===== src/rtl/rgb_hue_engine_if.sv =====
// Hue-load command handshake between a controller and rgb_hue_engine.
interface rgb_hue_engine_if #(
    parameter int unsigned HUE_W = 9
);
    logic             cmd_valid;
    logic [HUE_W-1:0] cmd_hue;
    logic             cmd_ready;

    modport master (
        output cmd_valid,
        output cmd_hue,
        input  cmd_ready
    );

    modport slave (
        input  cmd_valid,
        input  cmd_hue,
        output cmd_ready
    );
endinterface


===== src/rtl/rgb_hue_engine.sv =====
// Hue-wheel RGB LED driver: cycling/holding/bouncing hue, colour-wheel mapping and PWM outputs.
// Optional feature: define RGB_BRIGHTNESS_EN to scale every duty by the brightness input.
module rgb_hue_engine #(
    parameter int unsigned CLK_FREQ  = 12_000_000,
    parameter int unsigned PWM_W     = 8,
    parameter int unsigned SEG_STEPS = 60,
    localparam int unsigned HUE_N    = 6 * SEG_STEPS,
    localparam int unsigned HUE_W    = $clog2(HUE_N)
) (
    input  logic               clk,
    input  logic               rst,
    input  logic [1:0]         mode,
    input  logic               dir,
    rgb_hue_engine_if.slave    cmd,
    input  logic [PWM_W-1:0]   brightness,
    output logic               red_led,
    output logic               green_led,
    output logic               blue_led,
    output logic [HUE_W-1:0]   hue_out,
    output logic               wrap_pulse
);
    localparam int unsigned CYCLES_PER_STEP = CLK_FREQ / HUE_N;
    localparam int unsigned PRE_W = (CYCLES_PER_STEP > 1) ? $clog2(CYCLES_PER_STEP) : 1;
    localparam int unsigned MAX = (2 ** PWM_W) - 1;

    localparam logic [PRE_W-1:0] PRE_LAST = PRE_W'(CYCLES_PER_STEP - 1);
    localparam logic [HUE_W-1:0] HUE_LAST = HUE_W'(HUE_N - 1);
    localparam logic [PWM_W-1:0] MAX_V    = PWM_W'(MAX);
    localparam logic [PWM_W-1:0] CNT_LAST = PWM_W'(MAX - 1);

    typedef enum logic [1:0] {
        ModeCycle  = 2'd0,
        ModeHold   = 2'd1,
        ModeBounce = 2'd2,
        ModeOff    = 2'd3
    } mode_e;

    logic [PRE_W-1:0] prescaler;
    logic             tick;
    logic [HUE_W-1:0] hue;
    logic             bounce_up;
    logic             pending;
    logic [HUE_W-1:0] pend_hue;

    logic [2:0]       seg;
    logic [PWM_W-1:0] ramp;
    logic [PWM_W-1:0] col_r_d, col_g_d, col_b_d;
    logic [PWM_W-1:0] col_r, col_g, col_b;
    logic [PWM_W-1:0] duty_r, duty_g, duty_b;
    logic [PWM_W-1:0] act_r, act_g, act_b;
    logic [PWM_W-1:0] cmp_r, cmp_g, cmp_b;
    logic [PWM_W-1:0] pwm_cnt;

    assign tick          = (prescaler == PRE_LAST);
    assign cmd.cmd_ready = ~pending;
    assign hue_out       = hue;

    always_comb begin
        seg     = 3'(32'(hue) / SEG_STEPS);
        ramp    = PWM_W'(((32'(hue) % SEG_STEPS) * MAX) / SEG_STEPS);
        col_r_d = '0;
        col_g_d = '0;
        col_b_d = '0;
        case (seg)
            3'd0: begin col_r_d = MAX_V;        col_g_d = ramp;         col_b_d = '0;           end
            3'd1: begin col_r_d = MAX_V - ramp; col_g_d = MAX_V;        col_b_d = '0;           end
            3'd2: begin col_r_d = '0;           col_g_d = MAX_V;        col_b_d = ramp;         end
            3'd3: begin col_r_d = '0;           col_g_d = MAX_V - ramp; col_b_d = MAX_V;        end
            3'd4: begin col_r_d = ramp;         col_g_d = '0;           col_b_d = MAX_V;        end
            3'd5: begin col_r_d = MAX_V;        col_g_d = '0;           col_b_d = MAX_V - ramp; end
            default: ;
        endcase
    end

`ifdef RGB_BRIGHTNESS_EN
    function automatic logic [PWM_W-1:0] scale(input logic [PWM_W-1:0] c,
                                               input logic [PWM_W-1:0] b);
        return PWM_W'((32'(c) * 32'(b)) / MAX);
    endfunction

    assign duty_r = scale(col_r, brightness);
    assign duty_g = scale(col_g, brightness);
    assign duty_b = scale(col_b, brightness);
`else
    logic unused_brightness;
    assign unused_brightness = ^brightness;
    assign duty_r = col_r;
    assign duty_g = col_g;
    assign duty_b = col_b;
`endif

    // New duties are latched at counter 0; compare against them in that same cycle so a
    // whole PWM period always uses one consistent duty.
    assign cmp_r = (pwm_cnt == '0) ? duty_r : act_r;
    assign cmp_g = (pwm_cnt == '0) ? duty_g : act_g;
    assign cmp_b = (pwm_cnt == '0) ? duty_b : act_b;

    always_ff @(posedge clk) begin
        if (rst) begin
            prescaler  <= '0;
            hue        <= '0;
            bounce_up  <= 1'b1;
            pending    <= 1'b0;
            pend_hue   <= '0;
            wrap_pulse <= 1'b0;
            col_r      <= '0;
            col_g      <= '0;
            col_b      <= '0;
            act_r      <= '0;
            act_g      <= '0;
            act_b      <= '0;
            pwm_cnt    <= '0;
            red_led    <= 1'b0;
            green_led  <= 1'b0;
            blue_led   <= 1'b0;
        end else begin
            prescaler  <= tick ? '0 : prescaler + 1'b1;
            wrap_pulse <= 1'b0;

            if (cmd.cmd_valid && !pending) begin
                pending  <= 1'b1;
                pend_hue <= (32'(cmd.cmd_hue) >= HUE_N) ? '0 : cmd.cmd_hue;
            end

            if (tick) begin
                if (pending) begin
                    hue     <= pend_hue;
                    pending <= 1'b0;
                end else begin
                    case (mode_e'(mode))
                        ModeCycle: begin
                            if (!dir) begin
                                if (hue == HUE_LAST) begin
                                    hue        <= '0;
                                    wrap_pulse <= 1'b1;
                                end else begin
                                    hue <= hue + 1'b1;
                                end
                            end else if (hue == '0) begin
                                hue        <= HUE_LAST;
                                wrap_pulse <= 1'b1;
                            end else begin
                                hue <= hue - 1'b1;
                            end
                        end
                        ModeBounce: begin
                            if (bounce_up) begin
                                if (hue == HUE_LAST) begin
                                    hue        <= HUE_LAST - 1'b1;
                                    bounce_up  <= 1'b0;
                                    wrap_pulse <= 1'b1;
                                end else begin
                                    hue <= hue + 1'b1;
                                end
                            end else if (hue == '0) begin
                                hue        <= HUE_W'(1);
                                bounce_up  <= 1'b1;
                                wrap_pulse <= 1'b1;
                            end else begin
                                hue <= hue - 1'b1;
                            end
                        end
                        default: ;
                    endcase
                end
            end

            col_r <= col_r_d;
            col_g <= col_g_d;
            col_b <= col_b_d;

            pwm_cnt <= (pwm_cnt == CNT_LAST) ? '0 : pwm_cnt + 1'b1;
            if (pwm_cnt == '0) begin
                act_r <= duty_r;
                act_g <= duty_g;
                act_b <= duty_b;
            end

            red_led   <= (mode != ModeOff) && (pwm_cnt < cmp_r);
            green_led <= (mode != ModeOff) && (pwm_cnt < cmp_g);
            blue_led  <= (mode != ModeOff) && (pwm_cnt < cmp_b);
        end
    end
endmodule


===== src/flat_wrapper.sv =====
// flat-port wrapper written by rule: the top's interface ports become plain ports
module rgb_hue_engine_flat 
#(
    parameter int unsigned CLK_FREQ  = 12_000_000,
    parameter int unsigned PWM_W     = 8,
    parameter int unsigned SEG_STEPS = 60,
    localparam int unsigned HUE_N    = 6 * SEG_STEPS,
    localparam int unsigned HUE_W    = $clog2(HUE_N)
)
  (clk, rst, mode, dir, brightness, red_led, green_led, blue_led, hue_out, wrap_pulse, cmd_cmd_valid, cmd_cmd_hue, cmd_cmd_ready);
  rgb_hue_engine_if #(.HUE_W((9))) cmd_i ();
  input  logic clk;
  input  logic rst;
  input  logic [1:0] mode;
  input  logic dir;
  input  logic [PWM_W-1:0] brightness;
  output logic red_led;
  output logic green_led;
  output logic blue_led;
  output logic [HUE_W-1:0] hue_out;
  output logic wrap_pulse;
  input wire logic [$bits(cmd_i.cmd_valid)-1:0] cmd_cmd_valid;
  input wire logic [$bits(cmd_i.cmd_hue)-1:0] cmd_cmd_hue;
  output wire logic [$bits(cmd_i.cmd_ready)-1:0] cmd_cmd_ready;
  assign cmd_i.cmd_valid = cmd_cmd_valid;
  assign cmd_i.cmd_hue = cmd_cmd_hue;
  assign cmd_cmd_ready = cmd_i.cmd_ready;
  rgb_hue_engine #(.CLK_FREQ(CLK_FREQ), .PWM_W(PWM_W), .SEG_STEPS(SEG_STEPS)) u_core (.clk(clk), .rst(rst), .mode(mode), .dir(dir), .cmd(cmd_i), .brightness(brightness), .red_led(red_led), .green_led(green_led), .blue_led(blue_led), .hue_out(hue_out), .wrap_pulse(wrap_pulse));
endmodule

===== config.mk =====
export PLATFORM = sky130hd
export DESIGN_NAME = rgb_hue_engine_flat
export DESIGN_NICKNAME = d
export VERILOG_FILES = /design/src/rtl/rgb_hue_engine_if.sv /design/src/rtl/rgb_hue_engine.sv /design/src/flat_wrapper.sv
export SDC_FILE = /design/constraint.sdc
export NUM_CORES = 1
export LEC_CHECK = 0
export CAP_MARGIN = 10
export CELL_PAD_IN_SITES_DETAIL_PLACEMENT = 1
export CELL_PAD_IN_SITES_GLOBAL_PLACEMENT = 2
export CORE_UTILIZATION = 40
export CTS_CLUSTER_SIZE = 28
export DETAILED_ROUTE_END_ITERATION = 8
export PLACE_DENSITY = 0.88
export SYNTH_ARGS = -nofsm -noshare
export SYNTH_HDL_FRONTEND = slang
export SYNTH_SLANG_ARGS = --single-unit
export TNS_END_PERCENT = 50

===== constraint.sdc =====
create_clock -name clk -period 20.8 [get_ports clk]
set_input_delay 3.12 -clock clk [delete_from_list [all_inputs] [get_ports clk]]
set_output_delay 3.12 -clock clk [all_outputs]
set_load 0.03 [all_outputs]

==> flow_summary_export.csv, run 1 <==
group,metric,value,unit
outcome,outcome,"finished clean",
grt,wire_length_of_the_first_global_routing_pass,66100,um
yosys,synth_xor_area_frac,0.0664,
sta,clock.fmax,50.9,MHz
yosys,synth_simple_gate_area_frac,0.197,
worst_setup_path,worstPathMaxFanout,11,
sta,drv_slew,0,
floorplanning,dieArea,36000,um2
route,route.detailed.wl_per_inst,17.4,um
yosys,synth_top_family_by_area,"compound AO/OA/AOI/OAI gates",
route,detailedRoute.firstPassIterationCount,5,
yosys,synth_cell_types,116,
yosys,synth-warning-count,0,
sta,tightest_slew,1040,ps
route,detail_route.wirelength,39400,um
yosys,post_synth_fa_ha_maj_area_fraction,0.245,
floorplanning,ios,37,
sta,timing.final.ws_setup,1140,ps
sta,fin_skew,9.18,ps
worst_setup_path,timing.critical_path.required,21080,ps
grt,grt.total_usage,0.222,
placement,place_ws,623,ps
cells_and_area,layout.nets,2026,
cts,numCtsBuffers,9,
floorplanning,row_count,68,
sta,fin_crit,19660,ps
floorplanning,die_w,190,um
worst_setup_path,r2r.worst_path.cells,72,
route,viasPerCell,5.73,
cts,worst_setup_hold_path_clk_slew,80,ps
yosys,postSynthCellCount,1724,
sta,hold_viol_final,0,
worst_setup_path,cp_top_family,"compound AO/OA/AOI/OAI gates",
worst_setup_path,critical_path_class,"flip-flop to flip-flop",
placement,io_buffer_count,28,
worst_setup_path,critPathMostFrequentCell,"inv_1",
floorplanning,fp.coreArea,34600,um2
cells_and_area,utilization,0.453,
worst_hold_path,hold_depth,1,
sta,max_slew_margin,0.299,
route,drcViolationCount,0,
route,dr.first_iter.drc_count,713,
grt,number_of_antenna_violations_at_the_first_check_in_global_routing,0,
cts,cts_tree,"built",
cts,clk-insertion-delay-late,360,ps
sta,fin_crit_sh,0.945,
yosys,yosysSeqAreaShare,0.136,
grt,grt_max_degree,58,
cells_and_area,area_delta_synth_final,11.2,%
cells_and_area,drive_gt1_frac,0.0867,
cts,cts_buffer_depth,2,
worst_setup_path,critical_path_buf_inv_count,7,
placement,detailed_place_hpwl,31900,um
yosys,synth-compound-area-share,0.246,
cells_and_area,num_antenna_cells,0,
grt,grt_overflow_total,0,
worst_setup_path,cp_data_arrival_time,19940,ps
cts,htree_num_levels,3,
yosys,mappedNetlistArea,14100,um2
worst_setup_path,critical_path.slowest_cell,"a2111oi_0",
grt,first_global_vias,13100,
cts,clock_sinks,96,
run,max-cap-violations,0,
yosys,ys_seq_elements,96,
cts,cts_hold_buffers,0,
worst_setup_path,largest_incremental_delay_on_the_critical_path,640,ps
placement,finalWeightedCongestion,0.873,
route,via_count,13000,
worst_setup_path,end_kind,"flip-flop",
sta,setup-violations-final,0,
cts,cts-root-buf,"clkbuf_16",
route,drt.antenna.violating_nets,0,
worst_setup_path,setup_crit_start_kind,"flip-flop",
worst_setup_path,register_to_register_path_setup_slack,1140,ps
floorplanning,die_height,190,um
floorplanning,initial_utilization,0.407,
worst_setup_path,critical_path_cell_count,72,
yosys,ffs_w_async_s_r_synth,0,
worst_hold_path,worst_hold_path_class,"flip-flop to flip-flop",
yosys,synth.mux.area_fraction,0.0409,
yosys,synth_edf_count,0,
yosys,predominant_post_synthesis_flop_cell,"dfxtp_1",
yosys,synth_area_per_cell,8.18,um2
## registers in the layout, summed over array words and instances, names as in the netlist
name / flops
u_core.col_r: 8
u_core.pend_hue: 9
u_core.wrap_pulse: 1
u_core.bounce_up: 1
u_core.hue_out: 9
u_core.pending: 1
u_core.act_b: 8
u_core.act_g: 8
u_core.blue_led: 1
u_core.col_g: 8
u_core.prescaler: 16
u_core.green_led: 1
u_core.red_led: 1
u_core.act_r: 8
u_core.col_b: 8
u_core.pwm_cnt: 8
## worst paths after layout
check / startpoint / end
worst min register to register: u_core.prescaler[0] / u_core.prescaler[0]
worst max register to register: u_core.hue_out[7] / u_core.col_b[0]
worst min-delay path: u_core.prescaler[0] / u_core.prescaler[0]
worst max-delay path: u_core.hue_out[7] / u_core.col_b[0]
## repair_timing
| action | 4_1_cts | 5_1_grt |
|---|---|---|
| endpoints found under the hold margin | 0 | 0 |
| gates resized for setup | 0 | 25 |
| buffers inserted | 0 | 9 |
| endpoints found under the setup margin | 0 | 15 |
## cells by family after synthesis
group | Yosys count
AND/OR/NAND/NOR | 540
AO/OA/AOI/OAI | 475
buffers and inverters | 253
adder cells (fa/ha/maj) | 202
XOR/XNOR | 102
flip-flops | 96
multiplexers | 54
other | 2
## stage by stage
stage / hold WS (ps) / cell area [um2] / setup TNS (ps) / cells
floorplan: 438 / 14300 / 0 / 1784
global placement: 455 / 15200 / 0 / 2240
detailed placement: 479 / 15200 / 0 / 2240
CTS: 504 / 15500 / 0 / 2256
global route: 513 / 15700 / -93.8 / 2265
finish: 496 / 15700 / 0 / 2265
## Yosys cell counts, types with 12 or more instances
master / number / area, um2
inv_1: 186 / 698
nor2_1: 168 / 631
fa_1: 124 / 2480
dfxtp_1: 96 / 1920
a21oi_1: 94 / 470
nand2_1: 86 / 323
ha_1: 74 / 926
nand3_1: 64 / 320
o21ai_0: 61 / 305
xnor2_1: 58 / 508
clkbuf_1: 48 / 180
mux2i_1: 44 / 440
nor3_1: 42 / 210
xor2_1: 40 / 350
a211oi_1: 30 / 225
and3_1: 28 / 175
a21o_1: 26 / 195
a22oi_1: 23 / 173
nand2b_1: 22 / 138
o22ai_1: 22 / 138
o211ai_1: 21 / 158
o21a_1: 21 / 158
nand4_1: 20 / 125
and2_1: 17 / 106
o21ai_1: 16 / 80.1
a31oi_1: 15 / 93.8
nor4_1: 14 / 87.6
nor2b_1: 12 / 75.1
or2_2: 12 / 75.1
## routing by layer
metal,GRT usage,up-vias,share of wire
li1,-,6272,-
met4,0.0363,0,0.0096
met2,0.358,181,0.45
met3,0.0242,30,0.030
met1,0.324,6485,0.51
met5,0,-,0
## worst reg2reg max path: cells and delay by family (launching register included)
kind            cells  cell delay [ps]
compound gates     28             6810
simple gates       21             5960
fa+ha+maj           7             3120
xor+xnor            5             1330
mux                 4             1320
buf+inv             7              690
flops               1              340
## layout make-up
| class | instances | area [um2] |
|---|---|---|
| inverters | 188 | 706 |
| fillers | 4202 | 19000 |
| repair buffers | 75 | 628 |
| clock inverters | 7 | 62.6 |
| multi-input cells | 1435 | 11600 |
| clock buffers | 9 | 225 |
| well taps | 455 | 569 |
| flip-flops and latches | 96 | 1920 |
## cells in the final DEF (no fill, tap or decap), types with 17 or more instances in the layout
| cell | netlist | routed |
|---|---|---|
| xnor2_1 | 58 | 55 |
| and2_1 | 17 | 17 |
| nand2_1 | 86 | 85 |
| o22ai_1 | 22 | 21 |
| fa_1 | 124 | 124 |
| buf_4 | 1 | 47 |
| conb_1 | 2 | 62 |
| dfxtp_1 | 96 | 96 |
| a211oi_1 | 30 | 28 |
| clkdlybuf4s50_1 | 0 | 27 |
| nand3_1 | 64 | 64 |
| nand2b_1 | 22 | 21 |
| a22oi_1 | 23 | 22 |
| nand4_1 | 20 | 20 |
| nor2_1 | 168 | 168 |
| a21o_1 | 26 | 26 |
| and3_1 | 28 | 28 |
| o211ai_1 | 21 | 21 |
| xor2_1 | 40 | 40 |
| ha_1 | 74 | 73 |
| a21oi_1 | 94 | 93 |
| o21a_1 | 21 | 21 |
| o21ai_0 | 61 | 61 |
| nor3_1 | 42 | 42 |
| mux2i_1 | 44 | 43 |
| inv_1 | 186 | 186 |
Power of run 1 is left out: the tool's default activity adds up to more than one toggle a clock period on the data nets, which glitch-free logic cannot reach.
==> inputs of run 2 (changes only) <==
Settings changed: CAP_MARGIN 10 to 30, SETUP_SLACK_MARGIN set to 0.5.
==> run 2 against run 1 <==
Clock skew about the same. Count of clock-buffer cells in the layout unchanged. Core utilization increased by 0.81 points. Largest cell class unchanged. Critical endpoint unchanged. Die area unchanged. Maximum frequency increased by 1.6%. Sequential cell count unchanged. First-iteration DRC count decreased by 4.5%. Critical path type unchanged. Worst hold slack unchanged. Worst setup slack improved by 300 ps. Critical path depth increased by 2. Sequential share of layout area decreased by 0.22 points. Global-route usage about the same.
==> flow_summary_export.csv, run 2 (same netlist as run 1, synthesis figures left out) <==
group,metric,value,unit
worst_setup_path,setup_crit_start_kind,"flip-flop",
grt,grt_max_degree,58,
cells_and_area,area_delta_synth_final,13.2,%
grt,number_of_antenna_violations_at_the_first_check_in_global_routing,0,
grt,grt.total_usage,0.222,
sta,hold_viol_final,0,
worst_setup_path,timing.critical_path.required,21030,ps
placement,place_ws,623,ps
cells_and_area,largest_register_ffs,16,
cts,cts-root-buf,"clkbuf_16",
sta,fin_crit,19360,ps
worst_setup_path,worstPathMaxFanout,11,
sta,clock.fmax,51.7,MHz
sta,drv_slew,0,
sta,whs,496,ps
grt,first_global_vias,13100,
worst_setup_path,worst_setup_path_startpoint,"u_core.hue_out[7]",
cells_and_area,layout.nets,2038,
worst_setup_path,register_to_register_path_setup_slack,1440,ps
placement,dp.cells,2240,
route,drt.antenna.violating_nets,0,
floorplanning,die_w,190,um
outcome,outcome,"finished clean",
cells_and_area,instances_no_fill,2277,
sta,max_slew_margin,0.306,
placement,finalWeightedCongestion,0.873,
run,max-cap-violations,0,
worst_setup_path,largest_incremental_delay_on_the_critical_path,550,ps
worst_setup_path,reg2reg_from,"u_core.hue_out[7]",
sta,setup-violations-final,0,
cts,cts_tree,"built",
floorplanning,ios,37,
worst_setup_path,cp_data_arrival_time,19590,ps
cts,htree_num_levels,3,
sta,timing.final.ws_setup,1440,ps
sta,fin_crit_sh,0.931,
cts,worst_setup_hold_path_clk_slew,80,ps
sta,fin_skew,9.68,ps
cts,numCtsBuffers,9,
floorplanning,row_count,68,
sta,tightest_slew,1030,ps
worst_setup_path,r2r.worst_path.cells,74,
route,via_count,13100,
cts,clk-insertion-delay-late,360,ps
worst_setup_path,critical_path.slowest_cell,"or4_4",
cells_and_area,num_antenna_cells,0,
route,viasPerCell,5.74,
worst_setup_path,reg2reg_to,"u_core.col_b[0]",
floorplanning,dieArea,36000,um2
route,detail_route.wirelength,40200,um
cells_and_area,num-fill-cells,4190,
grt,wire_length_of_the_first_global_routing_pass,66200,um
worst_setup_path,critical_path_class,"flip-flop to flip-flop",
cells_and_area,top_register,"u_core.prescaler",
grt,grt_overflow_total,0,
placement,detailed_place_hpwl,31900,um
cells_and_area,most_common_cell_after_layout_fill_and_taps_aside,"inv_1",
cts,cts_buffer_depth,2,
floorplanning,fp.coreArea,34600,um2
route,route.detailed.wl_per_inst,17.7,um
worst_hold_path,worst_hold_path_class,"flip-flop to flip-flop",
route,dr.first_iter.drc_count,681,
route,detailedRoute.firstPassIterationCount,5,
floorplanning,die_height,190,um
sta,setup_tns,0,ps
cells_and_area,drive_gt1_frac,0.107,
cells_and_area,layout_common_cells,"186 x inv_1, 168 x nor2_1, 124 x fa_1",
sta,rsz_0062_raised_after_global_routing,"no",
worst_setup_path,critPathCapture,"u_core.col_b[0]",
floorplanning,initial_utilization,0.407,
cts,clock_sinks,96,
worst_setup_path,end_kind,"flip-flop",
route,drcViolationCount,0,
placement,io_buffer_count,28,
run 2: cell count changes in the layout (fill, tap and decap cells not counted), sizes merged:
cell,change
buf,+10
a211oi,+1
o22ai,+1
run 2: critical path, delay by kind of cell (launching register included):
family / cells / cell delay (ps)
adders and majority gates: 6 / 2730
xor gates and xnor gates: 4 / 1080
muxes: 3 / 1100
and+or+nand+nor: 24 / 5910
AOI/OAI and AO/OA: 27 / 6720
DFF: 1 / 350
buffers and inverters: 10 / 1270
run 2: final cells by class:
type	count	area, um2	share of cell area
Tap cell	455	569	0.0357
Clock inverter	7	62.6	0.00392
Sequential cell	96	1920	0.120
Inverter	188	706	0.0442
Multi-Input combinational cell	1437	11800	0.738
Clock buffer	9	225	0.0141
Timing Repair Buffer	85	703	0.0441
run 2: layer usage:
layer	global-route usage	up-vias	wire length [um]
li1	-	6304	-
met1	0.324	6530	20300
met2	0.358	202	18300
met3	0.0242	27	1240
met4	0.0363	0	369
met5	0	-	0
run 2: worst min path at each step:
| stage | slack [ps] | end | cells past startpoint | start |
|---|---|---|---|---|
| 2_1_floorplan | 440 | u_core.prescaler[0] | 1 | u_core.prescaler[0] |
| 6_report | 500 | u_core.prescaler[0] | 1 | u_core.prescaler[0] |
| 3_5_place_dp | 480 | u_core.act_r[0] | 2 | u_core.col_r[0] |
| 5_1_grt | 510 | u_core.prescaler[0] | 1 | u_core.prescaler[0] |
| 4_1_cts | 500 | u_core.prescaler[0] | 1 | u_core.prescaler[0] |
| 3_3_place_gp | 450 | u_core.prescaler[0] | 1 | u_core.prescaler[0] |
run 2: stage by stage:
stage	cell area [um2]	util
after detailed placement	15200	0.439
after global routing	16000	0.461
after floorplan	14300	-
final	16000	0.461
after global placement	15200	0.439
after CTS	15500	0.447
run 2: repair_timing:
item,in CTS,in global routing
endpoints found under the setup margin,1,15
pin swaps,0,14
cloned,0,2
buffers inserted,0,19
hold buffers,0,0
gates resized for setup,2,57
Power of run 2 is left out for the same reason.
